<file path="src/rtl/spi_pkg.sv">
// Shared definitions for the SPI slave front end: FSM and TX-phase
// encodings, command codes, and the frame-width derivation.
package spi_pkg;

    localparam int ADDR_SIZE_DEF = 8;
    localparam int CNT_W_DEF     = 4;

    localparam logic [1:0] CMD_WR_ADDR = 2'b00;
    localparam logic [1:0] CMD_WR_DATA = 2'b01;
    localparam logic [1:0] CMD_RD_ADDR = 2'b10;
    localparam logic [1:0] CMD_RD_DATA = 2'b11;

    // A frame is the 2-bit command followed by the payload.
    function automatic int word_w(input int addr_size);
        return addr_size + 2;
    endfunction

    typedef enum logic [2:0] {
        IDLE,
        CHK_CMD,
        WRITE,
        READ_ADD,
        READ_DATA
    } state_e;

    typedef enum logic [1:0] {
        TX_GUARD,
        TX_WAIT,
        TX_SHIFT,
        TX_DONE
    } tx_phase_e;

endpackage

</file>
<file path="src/rtl/spi_slave_if.sv">
// SPI slave front end: deserialises MOSI frames into {cmd, payload} words
// with a one-cycle rx_valid strobe, and serialises RAM read data onto MISO.
// Ports: clk, rst_n (sync, active low), SS_n, MOSI, MISO,
//        rx_data/rx_valid (to RAM), tx_data/tx_valid (from RAM).
module spi_slave_if
    import spi_pkg::*;
#(
    parameter int ADDR_SIZE = ADDR_SIZE_DEF,
    parameter int WORD_W    = word_w(ADDR_SIZE),
    parameter int CNT_W     = CNT_W_DEF
) (
    input  logic                 clk,
    input  logic                 rst_n,
    input  logic                 SS_n,
    input  logic                 MOSI,
    output logic                 MISO,
    output logic [WORD_W-1:0]    rx_data,
    output logic                 rx_valid,
    input  logic [ADDR_SIZE-1:0] tx_data,
    input  logic                 tx_valid
);

    localparam logic [CNT_W-1:0] LAST_RX = CNT_W'(WORD_W - 1);
    localparam logic [CNT_W-1:0] LAST_TX = CNT_W'(ADDR_SIZE);

    state_e                state;
    tx_phase_e             tx_phase;
    logic [CNT_W-1:0]      cnt;
    logic [WORD_W-2:0]     rx_sr;
    logic [ADDR_SIZE-1:0]  tx_sr;
    logic                  rx_done;
    logic                  rd_addr_seen;

    always_ff @(posedge clk) begin
        if (!rst_n) begin
            state        <= IDLE;
            tx_phase     <= TX_GUARD;
            cnt          <= '0;
            rx_sr        <= '0;
            tx_sr        <= '0;
            rx_done      <= 1'b0;
            rd_addr_seen <= 1'b0;
            rx_data      <= '0;
            rx_valid     <= 1'b0;
            MISO         <= 1'b0;
        end else if (state != IDLE && SS_n) begin
            // Frame abort: rd_addr_seen is deliberately left alone.
            state    <= IDLE;
            tx_phase <= TX_GUARD;
            cnt      <= '0;
            rx_done  <= 1'b0;
            rx_valid <= 1'b0;
            MISO     <= 1'b0;
        end else begin
            rx_valid <= 1'b0;
            unique case (state)
                IDLE: begin
                    MISO <= 1'b0;
                    if (!SS_n) begin
                        state <= CHK_CMD;
                        cnt   <= '0;
                    end
                end
                CHK_CMD: begin
                    rx_sr   <= {{(WORD_W-2){1'b0}}, MOSI};
                    cnt     <= CNT_W'(1);
                    rx_done <= 1'b0;
                    if (!MOSI)
                        state <= WRITE;
                    else if (rd_addr_seen)
                        state <= READ_DATA;
                    else
                        state <= READ_ADD;
                end
                WRITE, READ_ADD, READ_DATA: begin
                    if (!rx_done) begin
                        rx_sr <= {rx_sr[WORD_W-3:0], MOSI};
                        cnt   <= cnt + 1'b1;
                        if (cnt == LAST_RX) begin
                            rx_data  <= {rx_sr, MOSI};
                            rx_valid <= 1'b1;
                            rx_done  <= 1'b1;
                            cnt      <= '0;
                            tx_phase <= TX_GUARD;
                            if (state == READ_ADD)
                                rd_addr_seen <= 1'b1;
                        end
                    end else if (state == READ_DATA) begin
                        unique case (tx_phase)
                            // RAM needs a cycle; tx_valid here may be stale.
                            TX_GUARD: tx_phase <= TX_WAIT;
                            TX_WAIT: begin
                                if (tx_valid) begin
                                    MISO     <= tx_data[ADDR_SIZE-1];
                                    tx_sr    <= {tx_data[ADDR_SIZE-2:0], 1'b0};
                                    cnt      <= CNT_W'(1);
                                    tx_phase <= TX_SHIFT;
                                end
                            end
                            TX_SHIFT: begin
                                if (cnt == LAST_TX) begin
                                    MISO         <= 1'b0;
                                    rd_addr_seen <= 1'b0;
                                    tx_phase     <= TX_DONE;
                                end else begin
                                    MISO  <= tx_sr[ADDR_SIZE-1];
                                    tx_sr <= {tx_sr[ADDR_SIZE-2:0], 1'b0};
                                    cnt   <= cnt + 1'b1;
                                end
                            end
                            TX_DONE: MISO <= 1'b0;
                            default: tx_phase <= TX_DONE;
                        endcase
                    end
                end
                default: state <= IDLE;
            endcase
        end
    end

endmodule
</file>
<file path="config.mk">
export PLATFORM = sky130hd
export DESIGN_NAME = spi_slave_if
export DESIGN_NICKNAME = d
export VERILOG_FILES = /design/src/rtl/spi_pkg.sv /design/src/rtl/spi_slave_if.sv
export SDC_FILE = /design/constraint.sdc
export NUM_CORES = 1
export LEC_CHECK = 0
export BUFFER_PORTS_ARGS = -buffer_cell sky130_fd_sc_hd__buf_4
export CAP_MARGIN = 20
export CORE_MARGIN = 2
export CORE_UTILIZATION = 40
export CTS_CLUSTER_DIAMETER = 200
export DETAILED_ROUTE_END_ITERATION = 10
export PLACE_DENSITY = 0.57
export REMOVE_ABC_BUFFERS = 1
export SETUP_SLACK_MARGIN = 0.15
export SLEW_MARGIN = 20
export SYNTH_ARGS = -nofsm -noshare
export SYNTH_HDL_FRONTEND = slang
export SYNTH_SLANG_ARGS = --single-unit
</file>
<file path="constraint.sdc">
create_clock -name clk -period 2 [get_ports clk]
set_input_delay 0.2 -clock clk [delete_from_list [all_inputs] [get_ports clk]]
set_output_delay 0.2 -clock clk [all_outputs]
set_load 0.005 [all_outputs]
</file>
### Yosys cells after proc, flatten, opt, wreduce, memory -nomap -nowiden

Index checks and enable logic that the tools add are counted.

| cells by class | value |
|---|---|
| add/subtract/negate cells | 1 |
| multipliers | 0 |
| divide/modulo/power cells | 0 |
| magnitude comparators | 0 |
| eq/ne operators | 27 |
| shift operators | 0 |
| muxes and demuxes | 38 |
| bitwise logic cells | 4 |
| reductions and logical operators | 21 |

Operators with widths:

| cell | number |
|---|---|
| $mux 4 | 6 |
| $pmux 9 s2 | 1 |
| $mux 8 | 2 |
| $pmux 8 s2 | 1 |
| $reduce_and 7->1 | 2 |
| $mux 1 | 12 |
| $ne 2x2->1 const B | 6 |
| $ne 3x3->1 const B | 4 |
| $pmux 4 s3 | 1 |
| $reduce_and 6->1 | 2 |
| $mux 2 | 5 |
| $reduce_bool 2->1 | 5 |
| $mux 3 | 3 |
| $mux 9 | 1 |
| $pmux 3 s3 | 1 |
| $eq 4x4->1 const B | 2 |
| $ne 4x4->1 const B | 2 |
| $pmux 4 s2 | 1 |
| $eq 3x2->1 const B | 2 |
| $ne 2x1->1 const B | 3 |
| $pmux 2 s3 | 1 |
| $reduce_bool 3->1 | 2 |
| $reduce_and 5->1 | 1 |
| $add 4x1->4 const B | 1 |
| 19 further kinds | 24 |

| storage, ports and cells | value |
|---|---|
| register bits | 40 |
| bits in latches | 0 |
| RAM bits | 0 |
| ROM bits | 0 |
| bits of input ports | 13 |
| output and inout port bits | 12 |
| word-level logic and storage cells | 101 |
| memories | 0 |

### Logic depth before layout (Yosys ltp)

| logic depth | value |
|---|---|
| depth in word-level cells | 6 |
| gate-level depth with buffers | 8 |
| depth with buffers taken out | 6 |

### Least setup slack after synthesis

OpenSTA, ideal clock, no wires.

| timing path | value |
|---|---|
| kind | reg2reg |
| start point | register tx_phase[0] |
| end point | register MISO |
| library setup time | 58 ps |
| arrival | 1647 ps |
| required time | 1942 ps |
| path slack | 295 ps |
| cell stages (with the launch flop) | 8 |
| buffers on the path | 2 |
| period minus slack after synthesis | 1705 ps |
| cells stage by stage | dfxtp_1 -> inv_1 -> ha_1 -> clkbuf_1 -> buf_1 -> a32oi_1 -> nor4_1 -> o21a_1 |

| between the ends | value |
|---|---|
| cells in the longest elaborated chain, start to end | 5 |
| elaborated cells between the ends (all ways) | 10 |
| those cells by class | 5 x eq/ne; 4 x mux; 1 x reduce/logical |

RTL lines:

| element | line | text |
|---|---|---|
| start, declared | spi_slave_if.sv:27 | `tx_phase_e tx_phase;` |
| start signal, assigned | spi_slave_if.sv:37 | `tx_phase <= TX_GUARD;` |
| start signal, assigned | spi_slave_if.sv:49 | `tx_phase <= TX_GUARD;` |
| start signal, assigned | spi_slave_if.sv:84 | `tx_phase <= TX_GUARD;` |
| $eq 2x2->1 / $eq 2x1->1 (equally long branches) | spi_slave_if.sv:89 | `unique case (tx_phase)` |
| $pmux 1 s3 | spi_slave_if.sv:89 |  |
| $mux 1 | spi_slave_if.sv:88 | `end else if (state == READ_DATA) begin` |
| $mux 1 | spi_slave_if.sv:76 | `if (!rx_done) begin` |
| $pmux 1 s2 | spi_slave_if.sv:56 | `unique case (state)` |
| end signal, assigned | spi_slave_if.sv:94 | `MISO <= tx_data[ADDR_SIZE-1];` |
| end signal, assigned | spi_slave_if.sv:106 | `MISO <= tx_sr[ADDR_SIZE-1];` |
| end, declared | spi_slave_if.sv:16 | `output logic MISO,` |

Several ways; a longest one is shown, not always the timed one. The select of a mux whose other input is x is not followed.
A chain may end at the register's enable or synchronous reset.

### Worst setup path after layout

| timing path | value |
|---|---|
| start point | register cnt[0] |
| end point | register tx_phase[1] |

| between the ends | value |
|---|---|
| cells in the longest elaborated chain, start to end | 3 |
| elaborated cells between the ends (all ways) | 5 |
| those cells by class | 3 x eq/ne; 2 x reduce/logical |

RTL lines:

| element | line | text |
|---|---|---|
| start, declared | spi_slave_if.sv:28 | `logic [CNT_W-1:0] cnt;` |
| start signal, assigned | spi_slave_if.sv:78 | `cnt <= cnt + 1'b1;` |
| start signal, assigned | spi_slave_if.sv:108 | `cnt <= cnt + 1'b1;` |
| $eq 4x4->1, on equally long branches | spi_slave_if.sv:101, spi_slave_if.sv:79 |  |
| $ne 3x3->1 (no line) / $reduce_bool 2->1 (equally long branches) | n/a |  |
| $reduce_and 6->1 (no line) * | n/a |  |
| end signal, assigned | spi_slave_if.sv:97 | `tx_phase <= TX_SHIFT;` |
| end signal, assigned | spi_slave_if.sv:104 | `tx_phase <= TX_DONE;` |
| end signal, assigned | spi_slave_if.sv:112 | `default: tx_phase <= TX_DONE;` |

Every way passes the cells marked *; elsewhere a longest branch is shown, timed or not.

==> metrics.cfg <==
[yosys]
yosys.area.top_type=sky130_fd_sc_hd__dfxtp_1
synth_ff_type=sky130_fd_sc_hd__dfxtp_1
edff_count_synth=0
seq_area_frac_synth_pct=37.8
synthArstFlopShare_pct=0
postSynthAreaPerCell_um2=9.26
netlist_area_um2=2060
synthDistinctLibCells=53
ys_seq_elements=39
netlist.area_leader.share_pct=37.8
synthCells=223
synthesis.yosys.warnings=0
post_synth_main_area_contributors=sky130_fd_sc_hd__dfxtp_1 (38%), sky130_fd_sc_hd__mux2i_1 (14%), sky130_fd_sc_hd__ha_1 (4.2%)
synth.top_cells.by_count=sky130_fd_sc_hd__dfxtp_1 (39), sky130_fd_sc_hd__mux2i_1 (28), sky130_fd_sc_hd__nor2_1 (19)
post-synth-top-count-cell=sky130_fd_sc_hd__dfxtp_1

[critical_path]
worstPathBufferInverterCount=1
cp_data_required_time_ns=2.22
worstPathMaxFanout=5
crit_family=compound AO/OA/AOI/OAI gates
worst_reg2reg_startpoint=cnt[0]
timing.critical_path.slowest_stage_cell=sky130_fd_sc_hd__dfxtp_1
worst_setup_path_end_kind=register
cp_data_arrival_time_ns=1.94
critical_path_cell_count=6
cp_cell_sequence=inv_1 > ha_1 > nand3b_1 > a211o_1 > a221oi_4 > mux2i_1
slowest_cell_delay_on_critical_path_ns=0.36
reg2regPathDepth=6
critPathLaunch=cnt[0]
critical_path.startpoint_type=register
criticalPathCategory=reg2reg

[placed_design]
placed_cells_incl_taps=314
numPortBuffers=24
weighted_congestion_at_the_end_of_routability_driven_global_placement=0.867
dpl_worst_slack_ns=0.195
sum_of_net_half_perimeters_after_detailed_placement_um=3080

[final_layout]
final_cell_count_no_fill=322
layout.filler_cells=486
finalNetCount=271
n_antenna_cell=0
synth_to_final_area_change_pct=21.4
drive_gt1_share_pct=24.2

[clock_tree]
clk_pin_slew_ns=0.09
cts_hold_repair.buffers=0
cts_tree=done
ctsRootBufferMaster=sky130_fd_sc_hd__clkbuf_8
clockBufferDepth=2
post_cts_resize_count=0
cts_post_setup_buffers_inserted=0
clock_sink_count=39
insertion_delay_ns=0.29
htree_levels=2
tritoncts.num_buffers=5

[route]
drtIter0Drc=110
routedWlPerCell_um=13.5
drt_wl_total_um=4360
drcViolationCount=0
ant_nets=0
vias=1662
post_drt_via_cell_ratio=5.16
dr.pass1.iters=4

[grt]
grt_overflow=0
grt_pass1_wl_um=7350
grt_util_all_layers_pct=16.7
grt_pass1_vias=1596
number_of_antenna_violations_at_the_first_check_in_global_routing=0
grt_max_degree=23

[hold_path]
worst_hold_path.num_cells=3
hold_start=MOSI
hold_path_class=in2reg

[power_and_ir_drop]
leakagePower_nw=0.855
power.density_nw_per_um2=643
totalPowerFinal_mw=1.61
worst_ir_drop_vdd_mv=0.615

[job]
maxCapViolations=0

[floorplanning]
die_height_um=75.8
core_region_area_um2=5040
design.die.area_um2=5750
die-width_um=75.8
top_level_ports=25
fp-row-count=26
initial_core_util_pct=40.9

[timing]
final.hold.worst_slack_ns=0.182
fin_worst_skew_ns=0.00833
hold_viol=0
final.setup.worst_slack_ns=0.272
slew_headroom_pct=69.6
post-route-period-util_pct=86.4
timing.final.setup_violations=0
worst-slew-pin-transition_ns=0.456
drv_slew=0
final.setup.tns_ns=0
max_freq_mhz=579
grt_setup_unrepaired=true
period_needed_ns=1.73

[outcome]
outcome=completed

[routing by layer]
metal	global-route usage (%)	routed length [um]	vias to the layer above
li1	-	-	858
met5	0	0	-
met2	25.6	1930	29
met4	6.24	70	0
met1	23.0	2200	768
met3	3.70	164	7
[worst paths after layout]
path / endpoint / slack [ns]
min: rx_sr[0] / 0.18
max: tx_phase[1] / 0.27
min reg2reg: rx_sr[8] / 0.47
max reg2reg: tx_phase[1] / 0.27
[cells in the final DEF, fill, tap and decap left out, types with 2 or more instances in the layout]
cell	instances
sky130_fd_sc_hd__o22ai_1	2
sky130_fd_sc_hd__dfxtp_1	37
sky130_fd_sc_hd__o21ai_0	3
sky130_fd_sc_hd__nand2_1	18
sky130_fd_sc_hd__and2_1	2
sky130_fd_sc_hd__nor3_1	5
sky130_fd_sc_hd__a211oi_1	7
sky130_fd_sc_hd__clkbuf_8	5
sky130_fd_sc_hd__nor2_1	19
sky130_fd_sc_hd__a211oi_2	4
sky130_fd_sc_hd__mux2i_1	27
sky130_fd_sc_hd__ha_2	2
sky130_fd_sc_hd__nor2b_1	3
sky130_fd_sc_hd__o21a_1	2
sky130_fd_sc_hd__nor4b_1	2
sky130_fd_sc_hd__or3_1	2
sky130_fd_sc_hd__nand4bb_1	2
sky130_fd_sc_hd__ha_1	5
sky130_fd_sc_hd__nand3b_1	3
sky130_fd_sc_hd__nand2b_1	4
sky130_fd_sc_hd__dfxtp_2	2
sky130_fd_sc_hd__nand3_1	11
sky130_fd_sc_hd__inv_1	9
sky130_fd_sc_hd__a21oi_1	7
sky130_fd_sc_hd__buf_4	35
[where the power goes]
group,internal (mW),switching [mW]
sequential,0.783,0.0143
combinational,0.0578,0.0763
clock,0.378,0.302
total,1.22,0.392
[cell families after synthesis]
logic type	after synthesis	synth area share [%]
and+or+nand+nor	80	21.1
AOI/OAI and AO/OA	43	17.4
DFF	39	37.8
muxes	28	13.6
buffers and inverters	26	5.88
adders and majority gates	7	4.24
[stage by stage]
| step | cell area, um2 | util [%] |
|---|---|---|
| floorplan | 1980 | - |
| global placement | 2360 | 46.8 |
| detailed placement | 2360 | 46.8 |
| CTS | 2470 | 49.1 |
| global route | 2510 | 49.7 |
| finish | 2510 | 49.7 |
[flip-flops by register name (all words and copies together), names as in the netlist]
name	count
MISO	1
tx_sr	7
rx_data	10
rx_done	1
rx_valid	1
tx_phase	2
rd_addr_seen	1
state	3
cnt	4
rx_sr	9
[tightest hold or removal path: stages]
cell and delay [ns]:
sky130_fd_sc_hd__buf_4 0.13, sky130_fd_sc_hd__nand2_1 0.05, sky130_fd_sc_hd__mux2i_1 0.06
[layout make-up]
type                            instances  area (um2)  area share (%)
Clock buffer                            5        68.8            2.75
Clock inverter                          3        47.5            1.90
Inverter                               10        37.5            1.50
Multi-Input combinational cell        158        1190            47.4
Sequential cell                        39         783            31.3
Tap cell                               70        87.6            3.49
Timing Repair Buffer                   37         294            11.7
No activity file was read; power rests on OpenSTA's default activity.
